File: src/rtl/seq_div32.sv
// Multi-cycle restoring divider, one quotient bit per clock.
// Signed operands are divided as magnitudes and fixed up on completion.
module seq_div32 #(
  parameter int WIDTH  = 32,
  parameter bit SIGNED = 1'b1
) (
  input  logic             clock,
  input  logic             reset,
  input  logic             ctrl_div,
  input  logic [WIDTH-1:0] data_operandA,
  input  logic [WIDTH-1:0] data_operandB,
  output logic [WIDTH-1:0] data_result,
  output logic [WIDTH-1:0] data_remainder,
  output logic             data_exception,
  output logic             data_resultRDY,
  output logic             busy
);

  localparam int CW = (WIDTH > 2) ? $clog2(WIDTH) : 1;
  localparam logic [CW-1:0] LAST = CW'(WIDTH - 1);

  typedef enum logic [1:0] {
    S_IDLE,
    S_RUN,
    S_DONE,
    S_EXC
  } state_t;

  state_t r_state;
  state_t w_next;

  logic [WIDTH-1:0] r_dvd;
  logic [WIDTH-1:0] r_dvs;
  logic [WIDTH-1:0] r_rem;
  logic [WIDTH-1:0] r_q;
  logic [CW-1:0]    r_cnt;
  logic             r_sa;
  logic             r_sb;
  logic             r_div0;

  logic [WIDTH-1:0] r_result;
  logic [WIDTH-1:0] r_remainder;
  logic             r_exc;
  logic             r_rdy;
  logic             r_busy;

  logic             w_sa;
  logic             w_sb;
  logic [WIDTH-1:0] w_abs_a;
  logic [WIDTH-1:0] w_abs_b;
  logic             w_div0;
  logic             w_ovf;
  logic             w_flag;
  logic             w_start;
  logic             w_finish;

  logic [WIDTH:0]   w_sh;
  logic [WIDTH+1:0] w_diff;
  logic             w_ge;

  // Operand decode for the accepting edge
  always_comb begin
    w_sa     = SIGNED & data_operandA[WIDTH-1];
    w_sb     = SIGNED & data_operandB[WIDTH-1];
    w_abs_a  = w_sa ? (~data_operandA + 1'b1) : data_operandA;
    w_abs_b  = w_sb ? (~data_operandB + 1'b1) : data_operandB;
    w_div0   = (data_operandB == '0);
    w_ovf    = SIGNED
             & (data_operandA == {1'b1, {(WIDTH-1){1'b0}}})
             & (data_operandB == {WIDTH{1'b1}});
    w_flag   = w_div0 | w_ovf;
    w_finish = (r_state == S_DONE) | (r_state == S_EXC);
    w_start  = ctrl_div & ((r_state == S_IDLE) | w_finish);
  end

  // Trial subtraction kept one bit wider so an unsigned divisor
  // with its top bit set never loses the shifted-out remainder bit.
  always_comb begin
    w_sh   = {r_rem, r_dvd[WIDTH-1]};
    w_diff = {1'b0, w_sh} + ~{2'b00, r_dvs} + 1'b1;
    w_ge   = ~w_diff[WIDTH+1];
  end

  // State register
  always_ff @(posedge clock) begin
    if (!reset) r_state <= S_IDLE;
    else        r_state <= w_next;
  end

  // Next-state logic
  always_comb begin
    w_next = r_state;
    unique case (r_state)
      S_IDLE: begin
        if (ctrl_div) w_next = w_flag ? S_EXC : S_RUN;
      end
      S_RUN: begin
        if (r_cnt == LAST) w_next = S_DONE;
      end
      S_DONE, S_EXC: begin
        if (ctrl_div) w_next = w_flag ? S_EXC : S_RUN;
        else          w_next = S_IDLE;
      end
      default: w_next = S_IDLE;
    endcase
  end

  // Datapath: operand capture, iteration and registered results
  always_ff @(posedge clock) begin
    if (!reset) begin
      r_dvd       <= '0;
      r_dvs       <= '0;
      r_rem       <= '0;
      r_q         <= '0;
      r_cnt       <= '0;
      r_sa        <= 1'b0;
      r_sb        <= 1'b0;
      r_div0      <= 1'b0;
      r_result    <= '0;
      r_remainder <= '0;
      r_exc       <= 1'b0;
      r_rdy       <= 1'b0;
      r_busy      <= 1'b0;
    end else begin
      r_rdy  <= 1'b0;
      r_busy <= (w_next != S_IDLE) | w_finish;
      if (r_state == S_RUN) begin
        r_dvd <= {r_dvd[WIDTH-2:0], 1'b0};
        r_q   <= {r_q[WIDTH-2:0], w_ge};
        r_rem <= w_ge ? w_diff[WIDTH-1:0] : w_sh[WIDTH-1:0];
        r_cnt <= r_cnt + 1'b1;
      end
      if (r_state == S_DONE) begin
        r_result    <= (r_sa ^ r_sb) ? (~r_q + 1'b1) : r_q;
        r_remainder <= r_sa ? (~r_rem + 1'b1) : r_rem;
        r_exc       <= 1'b0;
        r_rdy       <= 1'b1;
      end
      if (r_state == S_EXC) begin
        r_result    <= r_div0 ? '0 : r_dvd;
        r_remainder <= r_div0 ? r_dvd : '0;
        r_exc       <= 1'b1;
        r_rdy       <= 1'b1;
      end
      if (w_start) begin
        r_dvd  <= w_flag ? data_operandA : w_abs_a;
        r_dvs  <= w_abs_b;
        r_sa   <= w_sa;
        r_sb   <= w_sb;
        r_div0 <= w_div0;
        r_rem  <= '0;
        r_q    <= '0;
        r_cnt  <= '0;
      end
    end
  end

  assign data_result    = r_result;
  assign data_remainder = r_remainder;
  assign data_exception = r_exc;
  assign data_resultRDY = r_rdy;
  assign busy           = r_busy;

endmodule
File: config.mk
export PLATFORM = sky130hd
export DESIGN_NAME = seq_div32
export DESIGN_NICKNAME = d
export VERILOG_FILES = /design/src/rtl/seq_div32.sv
export SDC_FILE = /design/constraint.sdc
export NUM_CORES = 1
export LEC_CHECK = 0
export CAP_MARGIN = 20
export CELL_PAD_IN_SITES_DETAIL_PLACEMENT = 0
export CELL_PAD_IN_SITES_GLOBAL_PLACEMENT = 1
export CORE_ASPECT_RATIO = 1.2
export CORE_MARGIN = 1
export CORE_UTILIZATION = 30
export DETAILED_ROUTE_END_ITERATION = 16
export PLACE_DENSITY_LB_ADDON = 0.25
export SETUP_SLACK_MARGIN = 0.02
export SLEW_MARGIN = 10
export SYNTH_ARGS = -nofsm -noshare
export SYNTH_HDL_FRONTEND = slang
export SYNTH_SLANG_ARGS = --single-unit
File: constraint.sdc
create_clock -name clock -period 2.9 [get_ports clock]
set_input_delay 0.29 -clock clock [delete_from_list [all_inputs] [get_ports clock]]
set_output_delay 0.29 -clock clock [all_outputs]
set_load 0.1 [all_outputs]
==> run metrics <==
Global Route met1 Usage approximately a quarter; count of vias placed by the detailed router 12,450; Final Instance Area about 17,000 um^2; Post-Layout Cell Count 2,405; number of cell rows 82; count of antenna-violating nets left after detailed routing 0; slew at the pin closest to its max-slew limit just under 0.9 ns; share of synthesized area spent on multiplexers approximately 1.5%; Critical Path, Cell by Cell inv_2 > ha_4 > inv_2 > fa_2 > a211oi_2 > o21bai_2 > a211oi_2 > a21oi_2 > a221o_1 > a21o_1 > a21oi_2 > xor2_1 > a211o_1 > a21oi_1; smallest setup slack after layout -0.03047 ns; flip-flop and latch count after synthesis just over 200; global-route track usage on met2 a little over a third; Worst-Skew Late Latency roughly 0.54 ns; largest fanout on the critical path 3; Tot GR Track Use between 10% and 20%; clock skew after layout roughly 0.023 ns; cell area after technology mapping 12,810 um^2; data arrival at the endpoint of the critical path 3.41 ns; proportion of synthesized chip area in sequential cells 32.02%; list of most frequent post-synthesis cells 205 x dfxtp_1, 203 x nand2_1, 165 x a21oi_1; Floorplan Core Area about 42,000 um^2; ratio of total power to cell area 728.4 nW/um^2; max-cap violation count 0; fraction of the mapped netlist area in compound gates roughly 30%; type of the worst setup path register to register; Crit. End Element register; clock tree root driver cell clkbuf_16; Yosys top cell by area dfxtp_1; Buf+Inv Stages, Crit Path 2; area share of the largest cell type after synthesis roughly 32%; post-detailed-route via-to-cell ratio 5.175; XOR/XNOR share of the synthesized area 10.05%; run status finished, violations left; net count of the finished layout ~2,000; number of enable-type register cells in the synthesized netlist 0; TritonCTS clock tree done; class of the tightest hold or removal check input pin to register; number of placed I/O pins 134; hold buffers post-CTS 0; first-pass GRT wire length around 69,000 um; HPWL after detailed placement roughly 33,000 um; required time of the worst setup path between 3 and 4 ns; initial core utilization a little under a third; total CTS buffers 26; busiest layer in global routing met2; part of the cycle the worst path needs 101.1%; global placement routability congestion approximately 0.86; combinational family with the most area after synthesis compound AO/OA/AOI/OAI gates; GRT met3 Usage 1.766%; synth warn 0; count of fill cells added during filler insertion 4,375; number of clock sinks 205; static leakage approximately 7.0 nW; most area-consuming cells after synthesis dfxtp_1 32%, a21oi_1 6.4%, nand2_1 5.9%, xor2_1 5.8%, xnor2_1 4.2%; slowest cell delay on critical path 0.38 ns; most frequently used cell type in the post-synthesis netlist dfxtp_1; via count of the first global-routing pass roughly 12,000; Async SR Flop Fraction 0%; headroom to the max-slew limit about two fifths; Startpoint Class register; IR drop worst, VDD 401.2 uV; buffers added on ports approximately 130; ratio of cells with drive above 1 in the final layout between 20% and 30%; most common flop cell mapped by yosys dfxtp_1; area enclosed by the die boundary about 44,000 um^2; Synth cell types 81; maximum number of pins on one net before global-route repair approximately 130; Post-Place Cell Area 15,600 um^2; antenna violations before repair 0; number of endpoints with negative hold slack in the final report 0; number of pins exceeding their max-slew limit in the final report 0; post-synthesis net count 1,710; count of unresolved DRC violations after routing 0; number of DRC markers after the initial detailed-route iteration 674; FF/Latch Area 4113 um^2; length of the first detailed-routing pass in iterations 5; die span in y between 200 and 250 um; H-tree levels 1; Total Wirelength between 40,000 and 50,000 um; number of failing setup endpoints in the final timing report 3; area taken by multi-input logic gates about 8000 um^2; residual overflow from global routing 0; Mean Syn Cell Area about 8 um^2; adder and majority gate portion of the synthesized area between 3 and 4%; violations in the final reports negative setup slack; synthesis-to-layout area growth 30.68%; simple-gate portion of the synthesized area between 10% and 20%; slowest stage cell on the critical path fa_2; drt wl/cell 18.44 um; Final min period 2.930 ns; crit-path leading delay family compound AO/OA/AOI/OAI gates; reg-to-reg setup timing slack -0.03 ns; DIE WIDTH between 150 and 200 um; Peak Freq 341.2 MHz; maximum buffer depth of the clock tree 3; placed cell count 2,347; clock transition at the register clock pins on the worst setup and hold paths after CTS around 0.060 ns; setup repair after global routing missed its margin true; cell count after synthesis between 1,500 and 2,000; Inserted Diodes 0
[worst register-to-register path, delay by kind of cell, from the launching register on]
kind / cells / cell delay, ns
AO/OA/AOI/OAI: 9 / 1.83
adder cells (fa/ha/maj): 2 / 0.52
flip-flops: 1 / 0.33
buffers and inverters: 2 / 0.11
XOR/XNOR: 1 / 0.07
[per-stage QoR]
step / total power [mW] / hold WS [ns] / TNS, ns / util [%] / worst slack [ns]
final: 12.20 / 0.2058 / -0.06772 / 39.91 / -0.03047
after global routing: 12.91 / 0.2335 / -1.887 / 39.91 / -0.1731
after CTS: 11.59 / 0.1989 / -0.07329 / 39.45 / -0.03728
after detailed placement: 8.048 / 0.4585 / -5.730 / 37.18 / -0.2151
after global placement: 8.031 / 0.4492 / -4.465 / 37.18 / -0.1608
after floorplan: 6.374 / 0.4349 / 0 / - / 0.04008
[final cells by class]
type	instances	share of cell area (%)
multi-input cells	1234	49.09
inverters	54	1.210
clock inverters	9	0.2914
well taps	546	4.079
repair buffers	318	16.11
clock buffers	39	4.662
flip-flops and latches	205	24.56
[path summary, 6_finish.rpt]
kind / start / end / depth (start not counted)
min: reset / r_dvd[0]$_SDFFE_PN0P_ / 3
min reg2reg: r_cnt[4]$_SDFFE_PP0P_ / r_cnt[4]$_SDFFE_PP0P_ / 2
max: r_dvd[31]$_SDFFE_PN0P_ / r_rem[20]$_SDFFE_PP0P_ / 14
max reg2reg: r_dvd[31]$_SDFFE_PN0P_ / r_rem[20]$_SDFFE_PP0P_ / 14
[report_power, final]
part	switching [mW]	internal, mW
Clock	1.28	1.85
Combinational	2.96	2.90
Sequential	0.210	3.00
[routing by layer]
metal | vias up | part of all wire [%]
met1 | 5923 | 45
li1 | 6226 | -
met5 | - | 0
met2 | 254 | 49
met3 | 43 | 3.5
met4 | 0 | 2.3
[flip-flops by register name, indices dropped and copies added (netlist names)]
register        flops
r_sa                1
r_sb                1
r_dvs              32
data_exception      1
r_state             2
busy                1
r_cnt               5
data_result        32
r_dvd              32
r_rem              32
r_q                32
data_remainder     32
data_resultRDY      1
r_div0              1
[logic make-up after synthesis]
group	Yosys count
AND/OR/NAND/NOR	466
multiplexers	19
flip-flops	205
buffers and inverters	164
adder cells (fa/ha/maj)	40
XOR/XNOR	147
AO/OA/AOI/OAI	562
[what timing repair did]
item	4_1_cts	5_1_grt
setup buffers	3	2
gates resized for setup	15	26
pin swaps	4	28
gates cloned	1	4
endpoints found under the setup margin	31	33
[cell usage in the layout (no fill, tap or decap), types with 31 or more instances in the layout]
cell type / Yosys / layout
nor2_1: 104 / 101
o21ai_0: 94 / 88
a21oi_1: 165 / 161
o21ai_1: 34 / 38
xor2_1: 85 / 85
inv_1: 54 / 51
clkbuf_16: 0 / 31
buf_4: 2 / 242
o211a_1: 54 / 54
a22oi_1: 32 / 32
o211ai_1: 40 / 40
dfxtp_1: 205 / 200
nand2_1: 203 / 198
ha_1: 39 / 37
clkdlybuf4s50_1: 0 / 65
xnor2_1: 62 / 62
Note: power is estimated with default switching activity, not from simulation.
